**config.mk**
```make
export PLATFORM = sky130hd
export DESIGN_NAME = dco_cfg_seq
export DESIGN_NICKNAME = d
export VERILOG_FILES = /design/src/rtl/dco_pkg.sv /design/src/rtl/dco_reg_xfer.sv /design/src/rtl/dco_cfg_seq.sv
export SDC_FILE = /design/constraint.sdc
export NUM_CORES = 1
export LEC_CHECK = 0
export ABC_CLOCK_PERIOD_IN_PS = 3800
export CORE_ASPECT_RATIO = 0.9
export CORE_MARGIN = 4
export CORE_UTILIZATION = 41
export DETAILED_ROUTE_END_ITERATION = 10
export PLACE_DENSITY = 0.92
export RECOVER_POWER = 25
export SYNTH_ARGS = -nofsm -noshare
export SYNTH_HDL_FRONTEND = slang
export SYNTH_SLANG_ARGS = --single-unit
```
**constraint.sdc**
```tcl
create_clock -name clk -period 3.8 [get_ports clk]
set_input_delay 1.14 -clock clk [delete_from_list [all_inputs] [get_ports clk]]
set_output_delay 1.14 -clock clk [all_outputs]
set_load 0.05 [all_outputs]
```
**src/rtl/dco_pkg.sv**
```systemverilog
// Purpose: shared types and constants for the DCO configuration sequencer and its bus initiator.
// Latency: none (declarations only).
// Backpressure: n/a.
package dco_pkg;

    // Bus geometry used by the default request/response structs.
    localparam int DCO_AW = 32;
    localparam int DCO_DW = 64;

    // Register offsets inside the DCO register block.
    localparam logic [11:0] DCO_CC_OFFS   = 12'h000;
    localparam logic [11:0] DCO_FC_OFFS   = 12'h008;
    localparam logic [11:0] DCO_DIV_OFFS  = 12'h010;
    localparam logic [11:0] DCO_FREQ_OFFS = 12'h018;

    // Field widths.
    localparam int CC_W   = 6;
    localparam int FC_W   = 6;
    localparam int DIV_W  = 3;
    localparam int FREQ_W = 2;

    // Container width wide enough for any single field.
    localparam int FLD_W = 8;

    // Register block reset defaults.
    localparam logic [CC_W-1:0]   DCO_CC_RST   = 6'h3F;
    localparam logic [FC_W-1:0]   DCO_FC_RST   = 6'h3F;
    localparam logic [DIV_W-1:0]  DCO_DIV_RST  = 3'b100;
    localparam logic [FREQ_W-1:0] DCO_FREQ_RST = 2'b11;

    typedef enum logic [1:0] {
        ERR_NONE    = 2'd0,
        ERR_BUS     = 2'd1,
        ERR_VERIFY  = 2'd2,
        ERR_TIMEOUT = 2'd3
    } dco_err_e;

    typedef enum logic [2:0] {
        ST_IDLE,
        ST_WRITE,
        ST_READ,
        ST_SETTLE,
        ST_FINISH
    } dco_state_e;

    typedef struct packed {
        logic                  valid;
        logic                  write;
        logic [DCO_AW-1:0]     addr;
        logic [DCO_DW-1:0]     wdata;
        logic [DCO_DW/8-1:0]   wstrb;
    } dco_req_t;

    typedef struct packed {
        logic                  ready;
        logic [DCO_DW-1:0]     rdata;
        logic                  error;
    } dco_rsp_t;

    typedef struct packed {
        logic [CC_W-1:0]   cc;
        logic [FC_W-1:0]   fc;
        logic [DIV_W-1:0]  div;
        logic [FREQ_W-1:0] freq;
    } dco_cfg_t;

    function automatic logic [11:0] dco_offs(input logic [1:0] idx);
        logic [11:0] o;
        case (idx)
            2'd0:    o = DCO_CC_OFFS;
            2'd1:    o = DCO_FC_OFFS;
            2'd2:    o = DCO_DIV_OFFS;
            default: o = DCO_FREQ_OFFS;
        endcase
        return o;
    endfunction

    // Field value for register idx, zero-extended to FLD_W.
    function automatic logic [FLD_W-1:0] dco_field(input dco_cfg_t c, input logic [1:0] idx);
        logic [FLD_W-1:0] f;
        case (idx)
            2'd0:    f = {{(FLD_W-CC_W){1'b0}},   c.cc};
            2'd1:    f = {{(FLD_W-FC_W){1'b0}},   c.fc};
            2'd2:    f = {{(FLD_W-DIV_W){1'b0}},  c.div};
            default: f = {{(FLD_W-FREQ_W){1'b0}}, c.freq};
        endcase
        return f;
    endfunction

    // Bits of readback data that belong to the field of register idx.
    function automatic logic [FLD_W-1:0] dco_mask(input logic [1:0] idx);
        logic [FLD_W-1:0] m;
        case (idx)
            2'd0:    m = FLD_W'((1 << CC_W) - 1);
            2'd1:    m = FLD_W'((1 << FC_W) - 1);
            2'd2:    m = FLD_W'((1 << DIV_W) - 1);
            default: m = FLD_W'((1 << FREQ_W) - 1);
        endcase
        return m;
    endfunction

endpackage

```
**src/rtl/dco_reg_xfer.sv**
```systemverilog
// Purpose: single-transaction register-bus initiator; holds a request until ready or timeout.
// Latency: valid the cycle after go; done pulses the cycle after valid&ready (or after timeout).
// Backpressure: request fields frozen while ready=0; valid dropped after TIMEOUT_CYCLES stalled cycles.
//
// Ports: clk/rst_n; go + go_write/go_addr/go_wdata launch a transaction (ignored while one
// is outstanding); req_o/rsp_i bus; done pulse with err_bus, err_tmo and captured rdata.
module dco_reg_xfer
    import dco_pkg::*;
#(
    parameter type reg_req_t      = dco_req_t,
    parameter type reg_rsp_t      = dco_rsp_t,
    parameter int  ADDR_WIDTH     = DCO_AW,
    parameter int  DATA_WIDTH     = DCO_DW,
    parameter int  TIMEOUT_CYCLES = 256
) (
    input  logic                  clk,
    input  logic                  rst_n,
    input  logic                  go,
    input  logic                  go_write,
    input  logic [ADDR_WIDTH-1:0] go_addr,
    input  logic [DATA_WIDTH-1:0] go_wdata,
    output reg_req_t              req_o,
    input  reg_rsp_t              rsp_i,
    output logic                  done,
    output logic                  err_bus,
    output logic                  err_tmo,
    output logic [DATA_WIDTH-1:0] rdata
);

    localparam int TW = $clog2(TIMEOUT_CYCLES + 1);

    logic [TW-1:0] tmo_cnt;

    always_ff @(posedge clk or negedge rst_n) begin
        if (!rst_n) begin
            req_o   <= '0;
            tmo_cnt <= '0;
            done    <= 1'b0;
            err_bus <= 1'b0;
            err_tmo <= 1'b0;
            rdata   <= '0;
        end else begin
            done <= 1'b0;
            if (req_o.valid) begin
                if (rsp_i.ready) begin
                    req_o.valid <= 1'b0;
                    done        <= 1'b1;
                    err_bus     <= rsp_i.error;
                    err_tmo     <= 1'b0;
                    rdata       <= rsp_i.rdata;
                end else if (tmo_cnt == TW'(TIMEOUT_CYCLES - 1)) begin
                    // This is the last stalled cycle allowed; give up on the request.
                    req_o.valid <= 1'b0;
                    done        <= 1'b1;
                    err_bus     <= 1'b0;
                    err_tmo     <= 1'b1;
                end else begin
                    tmo_cnt <= tmo_cnt + TW'(1);
                end
            end else if (go) begin
                // valid is low here, so a new request always follows at least one idle cycle.
                req_o.valid <= 1'b1;
                req_o.write <= go_write;
                req_o.addr  <= go_addr;
                req_o.wdata <= go_wdata;
                req_o.wstrb <= '1;
                tmo_cnt     <= '0;
            end
        end
    end

endmodule

```
**src/rtl/dco_cfg_seq.sv**
```systemverilog
// Purpose: programs cc/fc/div/freq DCO registers from one start, optional readback check, settle wait.
// Latency: zero-wait bus, no verify: done_o 8 + SETTLE_CYCLES + 1 cycles after the start cycle.
// Backpressure: stalls on bus ready; a request stalled TIMEOUT_CYCLES cycles ends with a timeout error.
//
// Ports: clk/rst_n; start_i + verify_en_i + cc/fc/div/freq_sel_i command; busy_o, done_o,
// err_code_o (0 ok, 1 bus, 2 verify, 3 timeout), err_idx_o; req_o/rsp_i register bus.
module dco_cfg_seq
    import dco_pkg::*;
#(
    parameter type                   reg_req_t      = dco_req_t,
    parameter type                   reg_rsp_t      = dco_rsp_t,
    parameter int                    ADDR_WIDTH     = DCO_AW,
    parameter int                    DATA_WIDTH     = DCO_DW,
    parameter logic [ADDR_WIDTH-1:0] BASE_ADDR      = '0,
    parameter int                    SETTLE_CYCLES  = 16,   // must be >= 1
    parameter int                    TIMEOUT_CYCLES = 256
) (
    input  logic              clk,
    input  logic              rst_n,
    input  logic              start_i,
    input  logic              verify_en_i,
    input  logic [CC_W-1:0]   cc_sel_i,
    input  logic [FC_W-1:0]   fc_sel_i,
    input  logic [DIV_W-1:0]  div_sel_i,
    input  logic [FREQ_W-1:0] freq_sel_i,
    output logic              busy_o,
    output logic              done_o,
    output logic [1:0]        err_code_o,
    output logic [1:0]        err_idx_o,
    output reg_req_t          req_o,
    input  reg_rsp_t          rsp_i
);

    localparam int SW = $clog2(SETTLE_CYCLES + 1);

    dco_state_e      state_q, state_d;
    logic [1:0]      idx_q, idx_d;
    dco_cfg_t        cfg_q, cfg_d, cfg_in, go_cfg;
    logic            verify_q, verify_d;
    logic [SW-1:0]   settle_q, settle_d;
    dco_err_e        err_code_q, err_code_d;
    logic [1:0]      err_idx_q, err_idx_d;

    logic                  go, go_write;
    logic [1:0]            go_idx;
    logic [ADDR_WIDTH-1:0] go_addr;
    logic [DATA_WIDTH-1:0] go_wdata;
    logic                  x_done, x_err_bus, x_err_tmo;
    logic [DATA_WIDTH-1:0] x_rdata;
    logic                  rd_mismatch;

    assign cfg_in = '{cc: cc_sel_i, fc: fc_sel_i, div: div_sel_i, freq: freq_sel_i};

    // Only the field bits of the readback are compared; everything above is don't-care.
    assign rd_mismatch = (x_rdata & DATA_WIDTH'(dco_mask(idx_q)))
                         != DATA_WIDTH'(dco_field(cfg_q, idx_q));

    assign go_addr  = BASE_ADDR + ADDR_WIDTH'(dco_offs(go_idx));
    assign go_wdata = go_write ? DATA_WIDTH'(dco_field(go_cfg, go_idx)) : '0;

    always_ff @(posedge clk or negedge rst_n) begin
        if (!rst_n) begin
            state_q    <= ST_IDLE;
            idx_q      <= '0;
            cfg_q      <= '0;
            verify_q   <= 1'b0;
            settle_q   <= '0;
            err_code_q <= ERR_NONE;
            err_idx_q  <= '0;
        end else begin
            state_q    <= state_d;
            idx_q      <= idx_d;
            cfg_q      <= cfg_d;
            verify_q   <= verify_d;
            settle_q   <= settle_d;
            err_code_q <= err_code_d;
            err_idx_q  <= err_idx_d;
        end
    end

    always_comb begin
        state_d    = state_q;
        idx_d      = idx_q;
        cfg_d      = cfg_q;
        verify_d   = verify_q;
        settle_d   = settle_q;
        err_code_d = err_code_q;
        err_idx_d  = err_idx_q;
        go         = 1'b0;
        go_write   = 1'b1;
        go_idx     = idx_q;
        go_cfg     = cfg_q;

        case (state_q)
            ST_IDLE: begin
                if (start_i) begin
                    cfg_d      = cfg_in;
                    verify_d   = verify_en_i;
                    err_code_d = ERR_NONE;
                    err_idx_d  = '0;
                    idx_d      = '0;
                    state_d    = ST_WRITE;
                    // Launch the first write now so it is on the bus the next cycle;
                    // the shadow is not loaded yet, so take the data from the inputs.
                    go         = 1'b1;
                    go_idx     = '0;
                    go_cfg     = cfg_in;
                end
            end

            ST_WRITE: begin
                if (x_done) begin
                    if (x_err_bus || x_err_tmo) begin
                        err_code_d = x_err_tmo ? ERR_TIMEOUT : ERR_BUS;
                        err_idx_d  = idx_q;
                        state_d    = ST_FINISH;
                    end else if (idx_q != 2'd3) begin
                        idx_d  = idx_q + 2'd1;
                        go     = 1'b1;
                        go_idx = idx_q + 2'd1;
                    end else if (verify_q) begin
                        idx_d    = '0;
                        state_d  = ST_READ;
                        go       = 1'b1;
                        go_write = 1'b0;
                        go_idx   = '0;
                    end else begin
                        settle_d = '0;
                        state_d  = ST_SETTLE;
                    end
                end
            end

            ST_READ: begin
                if (x_done) begin
                    if (x_err_bus || x_err_tmo) begin
                        err_code_d = x_err_tmo ? ERR_TIMEOUT : ERR_BUS;
                        err_idx_d  = idx_q;
                        state_d    = ST_FINISH;
                    end else if (rd_mismatch) begin
                        err_code_d = ERR_VERIFY;
                        err_idx_d  = idx_q;
                        state_d    = ST_FINISH;
                    end else if (idx_q != 2'd3) begin
                        idx_d    = idx_q + 2'd1;
                        go       = 1'b1;
                        go_write = 1'b0;
                        go_idx   = idx_q + 2'd1;
                    end else begin
                        settle_d = '0;
                        state_d  = ST_SETTLE;
                    end
                end
            end

            ST_SETTLE: begin
                if (settle_q == SW'(SETTLE_CYCLES - 1)) begin
                    state_d = ST_FINISH;
                end else begin
                    settle_d = settle_q + SW'(1);
                end
            end

            ST_FINISH: begin
                // A start seen here is dropped: FINISH always returns to IDLE.
                state_d = ST_IDLE;
            end

            default: state_d = ST_IDLE;
        endcase
    end

    assign busy_o     = (state_q == ST_WRITE) || (state_q == ST_READ) || (state_q == ST_SETTLE);
    assign done_o     = (state_q == ST_FINISH);
    assign err_code_o = err_code_q;
    assign err_idx_o  = err_idx_q;

    dco_reg_xfer #(
        .reg_req_t      (reg_req_t),
        .reg_rsp_t      (reg_rsp_t),
        .ADDR_WIDTH     (ADDR_WIDTH),
        .DATA_WIDTH     (DATA_WIDTH),
        .TIMEOUT_CYCLES (TIMEOUT_CYCLES)
    ) u_xfer (
        .clk      (clk),
        .rst_n    (rst_n),
        .go       (go),
        .go_write (go_write),
        .go_addr  (go_addr),
        .go_wdata (go_wdata),
        .req_o    (req_o),
        .rsp_i    (rsp_i),
        .done     (x_done),
        .err_bus  (x_err_bus),
        .err_tmo  (x_err_tmo),
        .rdata    (x_rdata)
    );

endmodule

```
==> metrics.log, run 1 <==
[metrics] clock transition time at the flip-flop clock pins of the worst setup and hold paths: 0.07 ns
[metrics] Min-Delay Path Class: reg2reg
[metrics] crit end category: flop
[metrics] clock period minus worst slack: 3.66 ns
[metrics] number of search-and-repair iterations in the first detailed-routing pass: 6
[metrics] unrepaired setup endpoints after global routing: no
[metrics] capture endpoint of the worst hold path: u_xfer.req_o[76]
[metrics] post-synthesis cell count: 414
[metrics] WL final: 8.46 mm
[metrics] timing-limited maximum frequency: 0.274 GHz
[metrics] non-filler instance count after layout: 586
[metrics] post-detailed-route count of antenna-violating nets: 0
[metrics] outcome: finished, final reports clean
[metrics] final cycle utilization of the critical path: 96.2%
[metrics] CTS buffer count: 9
[metrics] Most used DFF post-synth: sky130_fd_sc_hd__dfrtp_1
[metrics] maxcap violations: 0
[metrics] DRC violations left: 0
[metrics] required time of the critical path: 4.03 ns
[metrics] data arrival at the endpoint of the critical path: 3.89 ns
[metrics] post-detailed-placement half-perimeter wirelength: 6.21 mm
[metrics] ratio of cells with drive above 1 in the final layout: 13.1%
[metrics] maximum resistive drop on vdd: 0.548 mV
[metrics] Worst Reg2Reg Path Length in Cells: 10
[metrics] critical path buffer and inverter count: 1
[metrics] final number of hold-violating endpoints: 0
[metrics] average cell area after synthesis: 9.60 sq um
[metrics] proportion of synthesized chip area in sequential cells: 38.4%
[metrics] number of instances in the placed design: 570
[metrics] largest net degree at the start of global routing: 54
[metrics] DR iter-0 viols: 335
[metrics] Vias: 2900
[metrics] normalized max-slew margin: 13.2%
[metrics] DIE AREA: 11300 sq um
[metrics] Worst Clk Skew: 0.00761 ns
[metrics] leakage power of the design: 2.06 nW
[metrics] overall global routing resource usage: 14.8%
[metrics] drt via density: 4.95
[metrics] number of setup buffers added after CTS: 0
[metrics] dominant cells by area after synthesis: sky130_fd_sc_hd__dfrtp_1, sky130_fd_sc_hd__buf_4, sky130_fd_sc_hd__mux2_2
[metrics] utilization after layout: 48.0%
[metrics] I/O pin count: 199
[metrics] RR Endpoint: u_xfer.req_o[10]
[metrics] fraction of met3 tracks used by global routing: 4.24%
[metrics] ys async rst share: 100%
[metrics] Area growth, synth to finish: 12.1%
[metrics] Min-Delay Path Depth: 2
[metrics] CP Class: reg2reg
[metrics] diode insertion count for antenna repair: 0
[metrics] total clock sinks: 61
[metrics] Worst Max-Slew Pin Slew: 1.30 ns
[metrics] sum of negative setup slack: 0 ns
[metrics] first-pass GRT wire length: 13.6 mm
[metrics] Starting Density: 42.8%
[metrics] proportion of netlist area held by the largest area contributor: 38.4%
[metrics] # H-tree levels: 3
[metrics] number of core rows: 33
[metrics] clock tree from TritonCTS: built
[metrics] buffer depth of the longest clock path: 2
[metrics] count of distinct cell types in the synthesized netlist: 56
[metrics] launch point of the worst reg-to-reg path: idx_q[0]
[metrics] cells resized by post-CTS repair: 0
[metrics] startpoint types: flop
[metrics] global routing's busiest layer: met2
[metrics] largest fanout of any net on the critical path: 11
[metrics] post-synthesis instance area: 3980 sq um
[metrics] Power per Cell Area: 857 nW/um^2
[metrics] Setup violations, final: 0
[metrics] kind of cell with the highest combined delay on the critical path: compound AO/OA/AOI/OAI gates
[metrics] Worst Min Path Start: u_xfer.req_o[76]
[metrics] grt ovf: 0
[metrics] drt wl/cell: 14.4 um
[metrics] Post-layout nets: 556
[metrics] # hold bufs at CTS: 0
[metrics] highest-delay cell along the critical path: sky130_fd_sc_hd__a222oi_1
[metrics] slack of the worst reg-to-reg path: 0.14 ns
[metrics] Std-Cell Core Area: 9290 sq um
[metrics] Ys Warns: 0
[metrics] number of synthesized flops with an enable pin: 0
[metrics] ordered cell list for the critical path: inv_1 -> ha_1 -> a222oi_1 -> xor2_1 -> o211ai_1 -> a2111oi_4 -> a21oi_1 -> a211oi_2 -> mux2_2 -> a221o_1
[metrics] met1 track demand over resource in global routing: 18.0%
[metrics] final-report max-slew violation count: 0
[metrics] maximum single-stage delay on the critical path: 0.54 ns
[metrics] source-to-sink clock delay at the later pin of the worst-skew pair: 0.36 ns
[metrics] vertical extent of the die: 101 um
[metrics] antenna violations before repair: 0
[metrics] CTS Root Buffer Type: sky130_fd_sc_hd__clkbuf_8
[metrics] routability cong.: 0.896
[metrics] cell taking the most area after synthesis: sky130_fd_sc_hd__dfrtp_1
[metrics] grt met2 use: 25.1%
[metrics] Die Span X: 112 um
[metrics] via count of the first global-routing pass: 2840
[metrics] PortBufs: 52
[metrics] flip-flop and latch count after synthesis: 61
==> worst max-delay path by stage <==
| stage | depth (start not counted) | end | from |
|---|---|---|---|
| 6_report | 10 | u_xfer.req_o[10] | idx_q[0] |
| 5_1_grt | 10 | u_xfer.req_o[10] | idx_q[0] |
| 4_1_cts | 10 | u_xfer.req_o[10] | idx_q[0] |
| 3_5_place_dp | 8 | u_xfer.req_o[10] | start_i |
| 3_3_place_gp | 8 | u_xfer.req_o[10] | start_i |
| 2_1_floorplan | 11 | u_xfer.req_o[10] | idx_q[0] |
==> layout make-up <==
| cell class | count | area, sq um |
|---|---|---|
| clock inverter | 4 | 70.1 |
| tap | 122 | 153 |
| multi-input combinational | 316 | 1950 |
| timing repair buffer | 57 | 553 |
| sequential | 61 | 1530 |
| fill | 819 | 4830 |
| clock buffer | 12 | 155 |
| inverter | 14 | 52.6 |
==> stage by stage <==
step / hold WS, ns / total power, mW / cell area, sq um / setup slack (ns)
after global routing: 0.518 / 4.05 / 4460 / 0.0228
after global placement: 0.462 / 3.03 / 4230 / 0.320
after CTS: 0.501 / 3.81 / 4460 / 0.221
after floorplan: 0.449 / 2.71 / 4300 / 0.645
final: 0.498 / 3.82 / 4460 / 0.144
after detailed placement: 0.480 / 3.13 / 4230 / 0.269
==> cell usage in the layout, fill, tap and decap left out, types with 3 or more instances in the layout <==
cell type	n
sky130_fd_sc_hd__o211ai_1	3
sky130_fd_sc_hd__nand2_1	31
sky130_fd_sc_hd__xor2_1	4
sky130_fd_sc_hd__nand2b_1	4
sky130_fd_sc_hd__or3_1	3
sky130_fd_sc_hd__dfrtp_1	61
sky130_fd_sc_hd__clkdlybuf4s50_1	50
sky130_fd_sc_hd__and3_1	3
sky130_fd_sc_hd__a21oi_1	15
sky130_fd_sc_hd__nor3_1	7
sky130_fd_sc_hd__o21ai_1	3
sky130_fd_sc_hd__buf_4	5
sky130_fd_sc_hd__nand3_1	6
sky130_fd_sc_hd__nor2_1	25
sky130_fd_sc_hd__ha_1	10
sky130_fd_sc_hd__or2_2	5
sky130_fd_sc_hd__o31ai_1	4
sky130_fd_sc_hd__a222oi_1	3
sky130_fd_sc_hd__clkbuf_8	11
sky130_fd_sc_hd__mux2_2	26
sky130_fd_sc_hd__nor3b_1	3
sky130_fd_sc_hd__nor2b_1	7
sky130_fd_sc_hd__inv_1	14
sky130_fd_sc_hd__conb_1	88
sky130_fd_sc_hd__xnor2_1	5
sky130_fd_sc_hd__mux2i_1	12
sky130_fd_sc_hd__o21ai_0	17
==> cells by family after synthesis <==
kind of cell / Yosys count / synth area share [%]
buffers and inverters: 124 / 21.0
and+or+nand+nor: 104 / 13.1
AOI/OAI and AO/OA: 67 / 11.9
DFF: 61 / 38.4
muxes: 38 / 10.4
adders and majority gates: 10 / 3.15
xor gates and xnor gates: 9 / 1.98
other: 1 / 0.0943
==> layer usage <==
metal	vias to the layer above	part of all wire [%]	wire length (um)
met2	168	49	4180
met1	1395	40	3400
met5	-	0	0
met3	20	8.2	695
met4	0	2.3	191
li1	1317	-	-
==> worst register-to-register path, stage by stage, from the launching register on <==
cell and delay (ns):
sky130_fd_sc_hd__dfrtp_1 0.50, sky130_fd_sc_hd__inv_1 0.13, sky130_fd_sc_hd__ha_1 0.36, sky130_fd_sc_hd__a222oi_1 0.54, sky130_fd_sc_hd__xor2_1 0.21, sky130_fd_sc_hd__o211ai_1 0.14, sky130_fd_sc_hd__a2111oi_4 0.50, sky130_fd_sc_hd__a21oi_1 0.16
sky130_fd_sc_hd__a211oi_2 0.27, sky130_fd_sc_hd__mux2_2 0.37, sky130_fd_sc_hd__a221o_1 0.34
==> synthesized netlist by cell type, types with 3 or more instances <==
| master | count |
|---|---|
| sky130_fd_sc_hd__inv_1 | 14 |
| sky130_fd_sc_hd__nand2_1 | 31 |
| sky130_fd_sc_hd__mux2i_1 | 12 |
| sky130_fd_sc_hd__a21oi_1 | 15 |
| sky130_fd_sc_hd__buf_4 | 96 |
| sky130_fd_sc_hd__nand3_1 | 6 |
| sky130_fd_sc_hd__nor2_1 | 25 |
| sky130_fd_sc_hd__clkbuf_1 | 11 |
| sky130_fd_sc_hd__or2_2 | 5 |
| sky130_fd_sc_hd__nand2b_1 | 4 |
| sky130_fd_sc_hd__xnor2_1 | 5 |
| sky130_fd_sc_hd__nor3b_1 | 3 |
| sky130_fd_sc_hd__nor2b_1 | 7 |
| sky130_fd_sc_hd__a222oi_1 | 3 |
| sky130_fd_sc_hd__o21ai_1 | 3 |
| sky130_fd_sc_hd__o31ai_1 | 4 |
| sky130_fd_sc_hd__mux2_2 | 26 |
| sky130_fd_sc_hd__o21ai_0 | 17 |
| sky130_fd_sc_hd__nor3_1 | 7 |
| sky130_fd_sc_hd__dfrtp_1 | 61 |
| sky130_fd_sc_hd__xor2_1 | 4 |
| sky130_fd_sc_hd__and3_1 | 3 |
| sky130_fd_sc_hd__o211ai_1 | 3 |
| sky130_fd_sc_hd__or3_1 | 3 |
| sky130_fd_sc_hd__ha_1 | 10 |
==> power by group <==
group	switching (mW)	total [mW]	internal, mW
Sequential	0.253	1.17	0.914
Clock	0.266	0.669	0.403
Combinational	1.24	1.99	0.749
Total	1.76	3.82	2.07
==> state kept, by name (all words and copies together), names as in the netlist, 2 cells and up <==
| signal | flops |
|---|---|
| cfg_q | 17 |
| idx_q | 2 |
| u_xfer.rdata | 6 |
| u_xfer.tmo_cnt | 9 |
| u_xfer.req_o | 11 |
| err_code_o | 2 |
| settle_q | 5 |
| state_q | 3 |
| err_idx_o | 2 |
Note: power is estimated with default switching activity, not from simulation.
==> run 2, diff against run 1 <==
--- a/config.mk
+++ b/config.mk
@@ -12,6 +12,8 @@
 export DETAILED_ROUTE_END_ITERATION = 10
 export PLACE_DENSITY = 0.92
 export RECOVER_POWER = 25
+export SKIP_CTS_REPAIR_TIMING = 1
 export SYNTH_ARGS = -nofsm -noshare
 export SYNTH_HDL_FRONTEND = slang
 export SYNTH_SLANG_ARGS = --single-unit
+export TNS_END_PERCENT = 30
==> results of run 2 <==
No change in the layout: final DEF, timing and power equal those of run 1.
